<file path="src/rtl/count_phase_sequencer.sv">
// Two-phase counting sequencer: cnt_a counts 0..LIMIT_A, then cnt_b continues from
// cnt_a's final value up to LIMIT_B, with start/abort/hold control and a sticky error flag.
module count_phase_sequencer #(
    parameter int WIDTH        = 7,
    parameter int LIMIT_A      = 50,
    parameter int LIMIT_B      = 100,
    parameter bit AUTO_RESTART = 1'b0
) (
    input  logic             clk,
    input  logic             rst,
    input  logic             start,
    input  logic             hold,
    input  logic             abort,
    output logic [WIDTH-1:0] cnt_a,
    output logic [WIDTH-1:0] cnt_b,
    output logic [1:0]       phase,
    output logic             busy,
    output logic             done,
    output logic             err
);

    // Encoding doubles as the phase output code.
    typedef enum logic [1:0] {
        S_IDLE  = 2'b00,
        S_RUN_A = 2'b01,
        S_RUN_B = 2'b10,
        S_DONE  = 2'b11
    } state_t;

    localparam logic [WIDTH-1:0] C_LIMIT_A = WIDTH'(LIMIT_A);
    localparam logic [WIDTH-1:0] C_LIMIT_B = WIDTH'(LIMIT_B);
    localparam logic [WIDTH-1:0] C_ONE     = {{(WIDTH-1){1'b0}}, 1'b1};
    localparam logic [WIDTH-1:0] C_ZERO    = '0;

    state_t           r_state;
    state_t           w_state_next;
    logic [WIDTH-1:0] r_cnt_a;
    logic [WIDTH-1:0] w_cnt_a_next;
    logic [WIDTH-1:0] r_cnt_b;
    logic [WIDTH-1:0] w_cnt_b_next;
    logic             r_err;
    logic             w_err_next;

    logic w_a_at_limit;
    logic w_a_over_limit;
    logic w_b_at_limit;
    logic w_b_over_limit;
    logic w_restart;

    assign w_a_at_limit   = (r_cnt_a == C_LIMIT_A);
    assign w_a_over_limit = (r_cnt_a >  C_LIMIT_A);
    assign w_b_at_limit   = (r_cnt_b == C_LIMIT_B);
    assign w_b_over_limit = (r_cnt_b >  C_LIMIT_B);
    assign w_restart      = start || AUTO_RESTART;

    always_ff @(posedge clk) begin
        if (rst) begin
            r_state <= S_IDLE;
            r_cnt_a <= C_ZERO;
            r_cnt_b <= C_ZERO;
            r_err   <= 1'b0;
        end else begin
            r_state <= w_state_next;
            r_cnt_a <= w_cnt_a_next;
            r_cnt_b <= w_cnt_b_next;
            r_err   <= w_err_next;
        end
    end

    always_comb begin
        w_state_next = r_state;
        w_cnt_a_next = r_cnt_a;
        w_cnt_b_next = r_cnt_b;
        w_err_next   = r_err;
        case (r_state)
            S_IDLE: begin
                if (start && !abort) begin
                    w_cnt_a_next = C_ZERO;
                    w_cnt_b_next = C_ZERO;
                    w_state_next = S_RUN_A;
                end
            end
            S_RUN_A: begin
                if (abort) begin
                    w_state_next = S_IDLE;
                end else if (!hold) begin
                    if (w_a_over_limit) begin
                        w_err_next   = 1'b1;
                        w_state_next = S_IDLE;
                    end else if (w_a_at_limit) begin
                        w_cnt_b_next = r_cnt_a;
                        w_state_next = S_RUN_B;
                    end else begin
                        w_cnt_a_next = r_cnt_a + C_ONE;
                    end
                end
            end
            S_RUN_B: begin
                // A handoff value above LIMIT_B (LIMIT_A > LIMIT_B) trips here.
                if (abort) begin
                    w_state_next = S_IDLE;
                end else if (!hold) begin
                    if (w_b_over_limit) begin
                        w_err_next   = 1'b1;
                        w_state_next = S_IDLE;
                    end else if (w_b_at_limit) begin
                        w_state_next = S_DONE;
                    end else begin
                        w_cnt_b_next = r_cnt_b + C_ONE;
                    end
                end
            end
            S_DONE: begin
                if (abort) begin
                    w_state_next = S_IDLE;
                end else if (w_restart) begin
                    w_cnt_a_next = C_ZERO;
                    w_cnt_b_next = C_ZERO;
                    w_state_next = S_RUN_A;
                end else begin
                    w_state_next = S_IDLE;
                end
            end
            default: begin
                w_state_next = S_IDLE;
            end
        endcase
    end

    assign cnt_a = r_cnt_a;
    assign cnt_b = r_cnt_b;
    assign phase = r_state;
    assign busy  = (r_state == S_RUN_A) || (r_state == S_RUN_B);
    assign done  = (r_state == S_DONE);
    assign err   = r_err;

endmodule

</file>
<file path="config.mk">
export PLATFORM = sky130hd
export DESIGN_NAME = count_phase_sequencer
export DESIGN_NICKNAME = d
export VERILOG_FILES = /design/src/rtl/count_phase_sequencer.sv
export SDC_FILE = /design/constraint.sdc
export NUM_CORES = 1
export LEC_CHECK = 0
export CAP_MARGIN = 30
export CORE_ASPECT_RATIO = 1.1
export CORE_MARGIN = 2
export CORE_UTILIZATION = 54
export CTS_CLUSTER_DIAMETER = 150
export DETAILED_ROUTE_END_ITERATION = 16
export GPL_ROUTABILITY_DRIVEN = 0
export PLACE_DENSITY = 0.92
export RECOVER_POWER = 100
export SYNTH_ARGS = -nofsm -noshare
export SYNTH_HDL_FRONTEND = slang
export SYNTH_SLANG_ARGS = --single-unit
</file>
<file path="constraint.sdc">
create_clock -name clk -period 3.2 [get_ports clk]
set_input_delay 0.64 -clock clk [delete_from_list [all_inputs] [get_ports clk]]
set_output_delay 0.64 -clock clk [all_outputs]
set_load 0.005 [all_outputs]
</file>
==> impl_metrics.py, run 1 <==
metrics = {
    "min_path": {
        "hold_class": "reg2reg",
    },
    "global_routing": {
        "grt_pass1_wl_um": 4820,
        "grt-ovfl-total": 0,
        "first_global_vias": 1065,
        "grt_max_degree": 25,
        "antenna_found_initial": 0,
        "grt_usage_pct": 24.2,
    },
    "timing": {
        "maxSlewHeadroom_pct": 49.3,
        "rsz0062_at_grt": "false",
        "hold_violations": 0,
        "drv_slew": 0,
        "fin_skew_ns": 0.00440,
        "fin_crit_ns": 2.43,
        "worst_slew_pin_slew_ns": 0.758,
        "finalSetupViolations": 0,
        "tns_ns": 0,
        "min_period_over_period_pct": 75.9,
        "max_freq_ghz": 0.412,
    },
    "critical_path": {
        "crit_fanout": 16,
        "cp-end-kind": "flip-flop",
        "startpoint_type": "flip-flop",
        "cp.arrival_ns": 2.65,
        "critPathKind": "reg2reg",
        "required_ns": 3.42,
    },
    "yosys": {
        "yosys_warnings": 0,
        "ys_seq_area_share_pct": 28.7,
        "synth_ff_type": "dfxtp_1",
        "synth_compound_area_share_pct": 26.3,
        "netlist_instances": 141,
        "synth_fa_ha_area_share_pct": 10.6,
        "synthMuxAreaShare_pct": 1.80,
        "synth.distinct_cells": 38,
        "synth_xor_area_share_pct": 3.70,
        "synthArstFlopShare_pct": 0,
        "synth_top_family_by_area": "compound AO/OA/AOI/OAI gates",
        "yosys.area.top_type": "dfxtp_1",
        "postSynthNetCount": 156,
        "yosys_register_bits": 17,
        "synth-edff-count": 0,
        "synth_area_um2": 1180,
        "synth_area_per_cell_um2": 8.40,
        "yosys.area_share.simple_pct": 21.3,
        "synth_top_area_share_pct": 28.7,
        "synthTopCellsByArea": "dfxtp_1, ha_1, inv_1, nand3b_1, o31ai_1",
    },
    "power_and_ir_drop": {
        "vdd_drop_max_mv": 0.258,
        "p_comb_share_pct": 32.2,
        "p_int_mw": 0.327,
        "p_sw_mw": 0.189,
        "power.density_nw_per_um2": 357,
        "p_sw_share_pct": 36.6,
        "p_clk_share_pct": 23.9,
        "leakage_nw": 0.575,
        "total_power_mw": 0.515,
        "seqPwrFrac_pct": 43.9,
    },
    "clocking": {
        "cts_sinks": 17,
        "cts_buffer_depth": 2,
        "root_buffer": "clkbuf_4",
        "ctsResizeCount": 0,
        "cts_buffers": 3,
        "htreeDepth": 1,
        "cts_setup_buffers": 0,
        "path_clk_slew_ns": 0.11,
        "ctsHoldBuffers": 0,
        "clock_latency_ns": 0.30,
        "cts_tree": "built",
    },
    "floorplanning": {
        "dieArea_um2": 2590,
        "die_h_um": 53.1,
        "coreArea_um2": 2040,
        "die_w_um": 48.7,
        "num_rows": 17,
        "ioPinCount": 24,
        "start_util_pct": 58.0,
    },
    "placement": {
        "dpl_cell_area_um2": 1420,
        "dpl.hpwl_um": 2090,
        "io_buffers": 23,
        "dpl.cell_count": 186,
    },
    "drt": {
        "ant_nets": 0,
        "wl_per_cell_um": 15.3,
        "wirelength_um": 2900,
        "drc": 0,
        "detail_route.iter0.violations": 60,
        "drt_pre_antenna_iters": 4,
        "vias_per_cell": 6.14,
        "via_count": 1167,
    },
    "cells_and_area": {
        "fin_util_pct": 70.8,
        "finalInstanceArea_um2": 1450,
        "regArea_um2": 340,
        "syn2layout_area_growth_pct": 22.0,
        "antenna_cells": 0,
        "fin_cells": 190,
        "final_common_cell": "dlygate4sd3_1",
        "multiInputGateArea_um2": 752,
        "nFillCells": 171,
        "drive_above_1_share_pct": 4.94,
        "nets": 178,
        "final_cell_mix": "dlygate4sd3_1, dfxtp_1, inv_1",
    },
    "flow_run": {
        "cap_violations": 0,
    },
    "status": {
        "status": "complete, no violations",
    },
}
==> cells in the mapped netlist, types with 2 or more instances <==
cell type,instances
inv_1,16
nand2_1,3
nor2b_1,3
nand3b_1,8
or3_1,6
o311a_1,2
a211o_1,2
xor2_1,2
a21oi_1,8
o32ai_1,5
o31ai_1,8
a22oi_1,6
clkbuf_1,5
o21ai_0,5
xnor2_1,3
nand3_1,5
dfxtp_1,17
nand2b_1,2
ha_1,10
nor2_1,7
==> area by class of cell <==
cell class	instances	share of cell area (%)
sequential	17	23.5
timing repair buffer	23	15.9
clock buffer	3	1.56
tap	28	2.42
clock inverter	1	0.346
inverter	16	4.16
multi-input combinational	102	52.0
==> metrics by stage <==
stage	setup WS (ns)	hold WS, ns
after floorplan	1.26	0.461
after global placement	0.744	0.501
after detailed placement	0.702	0.513
after CTS	0.871	0.547
after global routing	0.643	0.564
final	0.771	0.535
==> registers in the layout, summed over array words and instances (netlist names) <==
register,cells
cnt_a,7
cnt_b,7
phase,2
err,1
==> per-layer routing <==
metal	vias to the layer above	part of all wire (%)	track usage, %
met2	51	50	42.9
met5	-	0	0
met4	0	1.9	13.3
met1	539	43	29.0
met3	11	5.0	2.54
li1	566	-	-
==> critical path, cell delays in order, from the launching register on <==
cell and delay (ns):
dfxtp_1 0.42, inv_1 0.11, ha_1 0.38, inv_1 0.21
o22a_1 0.19, or3b_1 0.48, or2_0 0.35, o31ai_2 0.20
==> power by group through the flow <==
stage | Sequential [mW] | Combinational (mW) | Clock [mW]
after global routing | 0.227 | 0.182 | 0.133
after floorplan | 0.230 | 0.124 | 0
after detailed placement | 0.231 | 0.167 | 0
final | 0.226 | 0.166 | 0.123
after global placement | 0.231 | 0.160 | 0
after CTS | 0.226 | 0.169 | 0.123
==> logic make-up (layout without fill, tap and decap cells) <==
| group | after synthesis | in the layout |
|---|---|---|
| fa+ha+maj | 10 | 10 |
| mux | 2 | 2 |
| buf+inv | 22 | 43 |
| simple gates | 42 | 42 |
| flops | 17 | 17 |
| xor+xnor | 5 | 5 |
| compound gates | 43 | 43 |
==> final timing paths <==
check                           startpoint       end  slack (ns)  cells after the start
worst max-delay path              phase[1]  cnt_a[0]        0.77                      7
worst max register to register    phase[1]  cnt_a[0]        0.77                      7
worst min register to register         err       err        0.53                      2
worst min-delay path                   err       err        0.53                      2
Power figures use the tool's default switching activity.
==> inputs of run 2 (changes only) <==
--- a/config.mk
+++ b/config.mk
@@ -8,11 +8,11 @@
 export CAP_MARGIN = 30
 export CORE_ASPECT_RATIO = 1.1
 export CORE_MARGIN = 2
-export CORE_UTILIZATION = 54
+export CORE_UTILIZATION = 50
 export CTS_CLUSTER_DIAMETER = 150
 export DETAILED_ROUTE_END_ITERATION = 16
 export GPL_ROUTABILITY_DRIVEN = 0
-export PLACE_DENSITY = 0.92
+export PLACE_DENSITY = 0.87
 export RECOVER_POWER = 100
 export SYNTH_ARGS = -nofsm -noshare
 export SYNTH_HDL_FRONTEND = slang
==> constraint.sdc (replaced) <==
create_clock -name clk -period 2.4 [get_ports clk]
set_input_delay 0.48 -clock clk [delete_from_list [all_inputs] [get_ports clk]]
set_output_delay 0.48 -clock clk [all_outputs]
set_load 0.005 [all_outputs]
==> run 2 against run 1 <==
Net effect:
- critical path depth decreased by 4
- clock skew about the same
- die area increased by 7.4%
- via count rose by 3.8%
==> impl_metrics.py, run 2 (synthesis results as in run 1) <==
metrics = {
    "power_and_ir_drop": {
        "leakage_nw": 0.596,
        "vdd_drop_max_mv": 0.383,
        "p_sw_share_pct": 36.9,
        "seqPwrFrac_pct": 42.0,
        "power.density_nw_per_um2": 484,
        "p_comb_share_pct": 35.0,
        "p_int_mw": 0.453,
        "p_sw_mw": 0.265,
        "p_clk_share_pct": 22.9,
        "total_power_mw": 0.718,
    },
    "critical_path": {
        "cp.buffers_inverters": 2,
        "cp.arrival_ns": 1.81,
        "critPathKind": "reg2out",
        "max_stage_delay_ns": 0.62,
        "crit_fanout": 6,
        "slowest_stage": "dlygate4sd3_1",
        "crit_family": "buffers and inverters",
        "required_ns": 1.92,
        "worstPathCellList": "inv_1, ha_1, dlygate4sd3_1",
        "cp-end-kind": "output port",
        "startpoint_type": "flip-flop",
    },
    "clocking": {
        "htreeDepth": 1,
        "root_buffer": "clkbuf_4",
        "ctsResizeCount": 0,
        "cts_buffers": 3,
        "ctsHoldBuffers": 0,
        "cts_buffer_depth": 2,
        "cts_sinks": 17,
        "cts_tree": "built",
        "path_clk_slew_ns": 0.11,
        "cts_setup_buffers": 0,
        "clock_latency_ns": 0.30,
    },
    "timing": {
        "fin_skew_ns": 0.00458,
        "fin_crit_ns": 2.29,
        "min_period_over_period_pct": 95.2,
        "finalSetupViolations": 0,
        "maxSlewHeadroom_pct": 58.0,
        "rsz0062_at_grt": "false",
        "worst_slew_pin_slew_ns": 0.630,
        "hold_violations": 0,
        "drv_slew": 0,
        "tns_ns": 0,
        "max_freq_ghz": 0.438,
    },
    "cells_and_area": {
        "final_cell_mix": "dlygate4sd3_1, dfxtp_1, inv_1",
        "nets": 182,
        "antenna_cells": 0,
        "drive_above_1_share_pct": 6.63,
        "nFillCells": 194,
        "syn2layout_area_growth_pct": 25.1,
        "finalInstanceArea_um2": 1480,
        "final_common_cell": "dlygate4sd3_1",
    },
    "status": {
        "status": "complete, no violations",
    },
    "global_routing": {
        "grt_usage_pct": 23.4,
        "grt_pass1_wl_um": 4910,
        "grt-ovfl-total": 0,
        "first_global_vias": 1094,
        "grt_max_degree": 25,
        "antenna_found_initial": 0,
    },
    "floorplanning": {
        "coreArea_um2": 2250,
        "die_w_um": 50.4,
        "dieArea_um2": 2780,
        "start_util_pct": 52.6,
        "die_h_um": 55.1,
        "ioPinCount": 24,
        "num_rows": 18,
    },
    "placement": {
        "io_buffers": 23,
        "dpl_cell_area_um2": 1470,
        "dpl.hpwl_um": 2220,
    },
    "drt": {
        "detail_route.iter0.violations": 52,
        "drc": 0,
        "drt_pre_antenna_iters": 4,
        "vias_per_cell": 6.18,
        "via_count": 1211,
        "wirelength_um": 3060,
        "ant_nets": 0,
        "wl_per_cell_um": 15.6,
    },
    "min_path": {
        "hold_class": "reg2reg",
    },
    "flow_run": {
        "cap_violations": 0,
    },
}
run 2: cell count changes in the layout (fill, tap and decap cells not counted), sizes merged:
cell and delta:
buf +3, clkbuf +1
run 2: final cells by class:
cell class                      count  area (um2)  area share (%)
Tap cell                           30        37.5            2.53
Sequential cell                    17         340            23.0
Clock inverter                      1        5.00           0.338
Multi-Input combinational cell    102         748            50.5
Clock buffer                        3        22.5            1.52
Inverter                           16        60.1            4.05
Timing Repair Buffer               27         269            18.1
run 2: final timing paths:
kind         slack (ns)  cells past startpoint  startpoint        to
min reg2reg        0.51                      2         err       err
max reg2reg        0.22                      8    cnt_a[0]  cnt_a[4]
max                0.11                      3    phase[0]      busy
min                0.51                      2         err       err
run 2: layer usage:
layer / vias to the layer above / share of wire, % / track usage [%]
met5: - / 0 / 0
met1: 576 / 43 / 27.0
li1: 570 / - / -
met2: 51 / 49 / 45.0
met4: 0 / 3.2 / 9.46
met3: 14 / 4.6 / 2.42
run 2: worst register-to-register path: stages (launching register included):
cell and delay, ns:
dfxtp_1 0.50, inv_1 0.09, ha_1 0.23, nor4_1 0.27
a211oi_1 0.12, or3b_1 0.38, buf_4 0.18, a21oi_1 0.17
o32ai_1 0.12
run 2: power by group through the flow:
stage	clock [mW]	sequential (mW)	combinational [mW]
after global routing	0.169	0.304	0.274
after detailed placement	0	0.308	0.255
after global placement	0	0.308	0.238
after CTS	0.163	0.302	0.256
final	0.165	0.302	0.252
after floorplan	0	0.307	0.165
run 2: through the flow:
stage                     utilization (%)  setup slack, ns  hold slack [ns]  instances
after global placement               65.1            0.243            0.490        192
after detailed placement             65.1            0.134            0.478        192
final                                65.8            0.115            0.506        196
after floorplan                         -            0.457            0.461        141
after global routing                 65.8           0.0457            0.555        196
after CTS                            66.3            0.191            0.511        196
==> inputs of run 3 (changes only) <==
--- a/config.mk
+++ b/config.mk
@@ -5,15 +5,18 @@
 export SDC_FILE = /design/constraint.sdc
 export NUM_CORES = 1
 export LEC_CHECK = 0
+export ABC_AREA = 1
+export ABC_CLOCK_PERIOD_IN_PS = 2400
 export CAP_MARGIN = 30
 export CORE_ASPECT_RATIO = 1.1
 export CORE_MARGIN = 2
-export CORE_UTILIZATION = 50
+export CORE_UTILIZATION = 52
 export CTS_CLUSTER_DIAMETER = 150
 export DETAILED_ROUTE_END_ITERATION = 16
 export GPL_ROUTABILITY_DRIVEN = 0
-export PLACE_DENSITY = 0.87
+export PLACE_DENSITY = 0.88
 export RECOVER_POWER = 100
+export SKIP_LAST_GASP = 1
 export SYNTH_ARGS = -nofsm -noshare
 export SYNTH_HDL_FRONTEND = slang
 export SYNTH_SLANG_ARGS = --single-unit
==> run 3 against run 2 <==
Net effect:
- combinational power down 3%
- cell count increased by 34%
- setup slack better by 0.075 ns
- worst hold slack got worse by 0.049 ns
- power is 1.1% lower
- sequential power barely moved
- sequential share of layout area fell by 2.0 points
- utilization fell by 0.62 points
- non-clock buffer count decreased by 1
- count of clock-buffer cells in the layout is the same
- synthesized area rose by 14%
- largest power group unchanged
==> impl_metrics.py, run 3 <==
metrics = {
    "clocking": {
        "ctsHoldBuffers": 0,
        "cts_tree": "built",
        "clock_latency_ns": 0.30,
        "path_clk_slew_ns": 0.10,
        "ctsResizeCount": 0,
        "cts_setup_buffers": 0,
        "cts_sinks": 17,
        "root_buffer": "clkbuf_4",
        "cts_buffers": 3,
        "htreeDepth": 1,
        "cts_buffer_depth": 2,
    },
    "cells_and_area": {
        "syn2layout_area_growth_pct": 20.5,
        "antenna_cells": 0,
        "drive_above_1_share_pct": 12.1,
        "nets": 248,
        "fin_cells": 263,
        "final_common_cell": "nand2_1",
        "final_cell_mix": "nand2_1, nor2_1, inv_1",
    },
    "min_path": {
        "hold_class": "reg2reg",
        "timing.hold.worst_path_depth": 2,
        "hold_start": "err",
        "min_to": "err",
    },
    "yosys": {
        "netlist_instances": 207,
        "yosys.area.top_type": "dfxtp_1",
        "synth_top_area_share_pct": 25.2,
        "synth_area_per_cell_um2": 6.53,
        "synth.distinct_cells": 29,
        "synth-edff-count": 0,
        "synthArstFlopShare_pct": 0,
        "synthTopCellsByArea": "dfxtp_1, nand2_1, ha_1, nor2_1, inv_1",
        "yosys_warnings": 0,
        "postSynthNetCount": 222,
        "synth_area_um2": 1350,
        "yosys_register_bits": 17,
        "synth_common_cells": "nand2_1, nor2_1, inv_1, a21oi_1, dfxtp_1",
        "synth_most_common_cell": "nand2_1",
        "synth_ff_type": "dfxtp_1",
        "ys_seq_area_share_pct": 25.2,
    },
    "drt": {
        "wl_per_cell_um": 11.6,
        "drt_pre_antenna_iters": 4,
        "via_count": 1410,
        "ant_nets": 0,
        "vias_per_cell": 5.36,
        "wirelength_um": 3050,
        "detail_route.iter0.violations": 55,
        "drc": 0,
    },
    "floorplanning": {
        "coreArea_um2": 2500,
        "die_h_um": 57.5,
        "num_rows": 19,
        "die_w_um": 52.6,
        "start_util_pct": 54.1,
        "ioPinCount": 24,
        "dieArea_um2": 3020,
    },
    "timing": {
        "fin_skew_ns": 0.00219,
        "rsz0062_at_grt": "false",
        "worst_slew_pin_slew_ns": 0.638,
        "hold_violations": 0,
        "finalSetupViolations": 0,
        "maxSlewHeadroom_pct": 57.4,
        "fin_crit_ns": 2.21,
        "min_period_over_period_pct": 92.1,
        "tns_ns": 0,
        "max_freq_ghz": 0.452,
        "drv_slew": 0,
    },
    "critical_path": {
        "crit_family": "buffers and inverters",
        "worst-r2r-setup-slack_ns": 0.26,
        "cp.arrival_ns": 1.73,
        "required_ns": 1.92,
        "slowest_stage": "dlygate4sd3_1",
        "reg2reg_to": "cnt_b[4]",
        "startpoint_type": "flip-flop",
        "max_stage_delay_ns": 0.58,
        "reg2reg_from": "phase[1]",
        "cp.buffers_inverters": 2,
        "worstPathCellList": "inv_1, ha_1, dlygate4sd3_1",
        "cp-end-kind": "output port",
        "worstRegToRegCells": 8,
        "critPathKind": "reg2out",
        "crit_fanout": 5,
    },
    "global_routing": {
        "grt_max_degree": 18,
        "antenna_found_initial": 0,
        "grt-ovfl-total": 0,
        "first_global_vias": 1199,
        "grt_usage_pct": 21.8,
        "grt_pass1_wl_um": 5000,
    },
    "placement": {
        "dpl.cell_count": 259,
        "io_buffers": 23,
        "dpl.hpwl_um": 2330,
    },
    "power_and_ir_drop": {
        "leakage_nw": 0.717,
        "vdd_drop_max_mv": 0.330,
        "power.density_nw_per_um2": 436,
    },
    "status": {
        "status": "complete, no violations",
    },
    "flow_run": {
        "cap_violations": 0,
    },
}
## run 3: worst max path at each step
| stage | slack [ns] | cells after the start | endpoint | startpoint |
|---|---|---|---|---|
| 2_1_floorplan | 0.73 | 11 | cnt_a[3] | phase[1] |
| 3_3_place_gp | 0.39 | 9 | cnt_a[3] | abort |
| 4_1_cts | 0.26 | 3 | busy | phase[1] |
| 5_1_grt | 0.12 | 8 | cnt_b[4] | phase[1] |
| 3_5_place_dp | 0.34 | 9 | cnt_a[3] | abort |
| 6_report | 0.19 | 3 | busy | phase[0] |
## run 3: final cells by class
type | count | area [um2]
clock buffer | 3 | 22.5
clock inverter | 1 | 5.00
timing repair buffer | 26 | 253
fill | 238 | 868
tap | 31 | 38.8
multi-input combinational | 155 | 853
inverter | 30 | 115
sequential | 17 | 340
## run 3: layer usage
layer	share of wire [%]	global-route usage [%]	up-vias
met5	0	0	-
met4	1.7	11.0	0
met3	5.1	3.66	5
met2	49	35.7	54
met1	44	27.0	638
li1	-	-	713
## run 3: logic make-up after synthesis
| kind of cell | Yosys count | synth area share [%] |
|---|---|---|
| buffers and inverters | 35 | 11.4 |
| and+or+nand+nor | 108 | 37.6 |
| xor gates and xnor gates | 2 | 1.30 |
| adders and majority gates | 10 | 9.26 |
| DFF | 17 | 25.2 |
| AOI/OAI and AO/OA | 35 | 15.3 |
## run 3: worst register-to-register path, stage by stage (launching register included)
cell and delay (ns):
dfxtp_1 0.37, inv_1 0.12, ha_1 0.58, inv_2 0.14
a21oi_1 0.34, nor3_1 0.13, nand3_2 0.16, nand2_1 0.07
a21oi_1 0.16
## run 3: where the power goes
group	switching, mW	internal, mW
registers	0.0121	0.292
clock network	0.0998	0.0623
logic	0.154	0.0901
## run 3: per-stage QoR
| step | hold slack [ns] | setup slack [ns] | instance area [um2] | utilization [%] | power (mW) |
|---|---|---|---|---|---|
| floorplan | 0.447 | 0.726 | 1350 | - | 0.491 |
| global placement | 0.444 | 0.386 | 1600 | 64.3 | 0.555 |
| detailed placement | 0.449 | 0.339 | 1600 | 64.3 | 0.559 |
| CTS | 0.464 | 0.259 | 1630 | 65.4 | 0.720 |
| global route | 0.493 | 0.121 | 1630 | 65.2 | 0.747 |
| finish | 0.458 | 0.190 | 1630 | 65.2 | 0.710 |
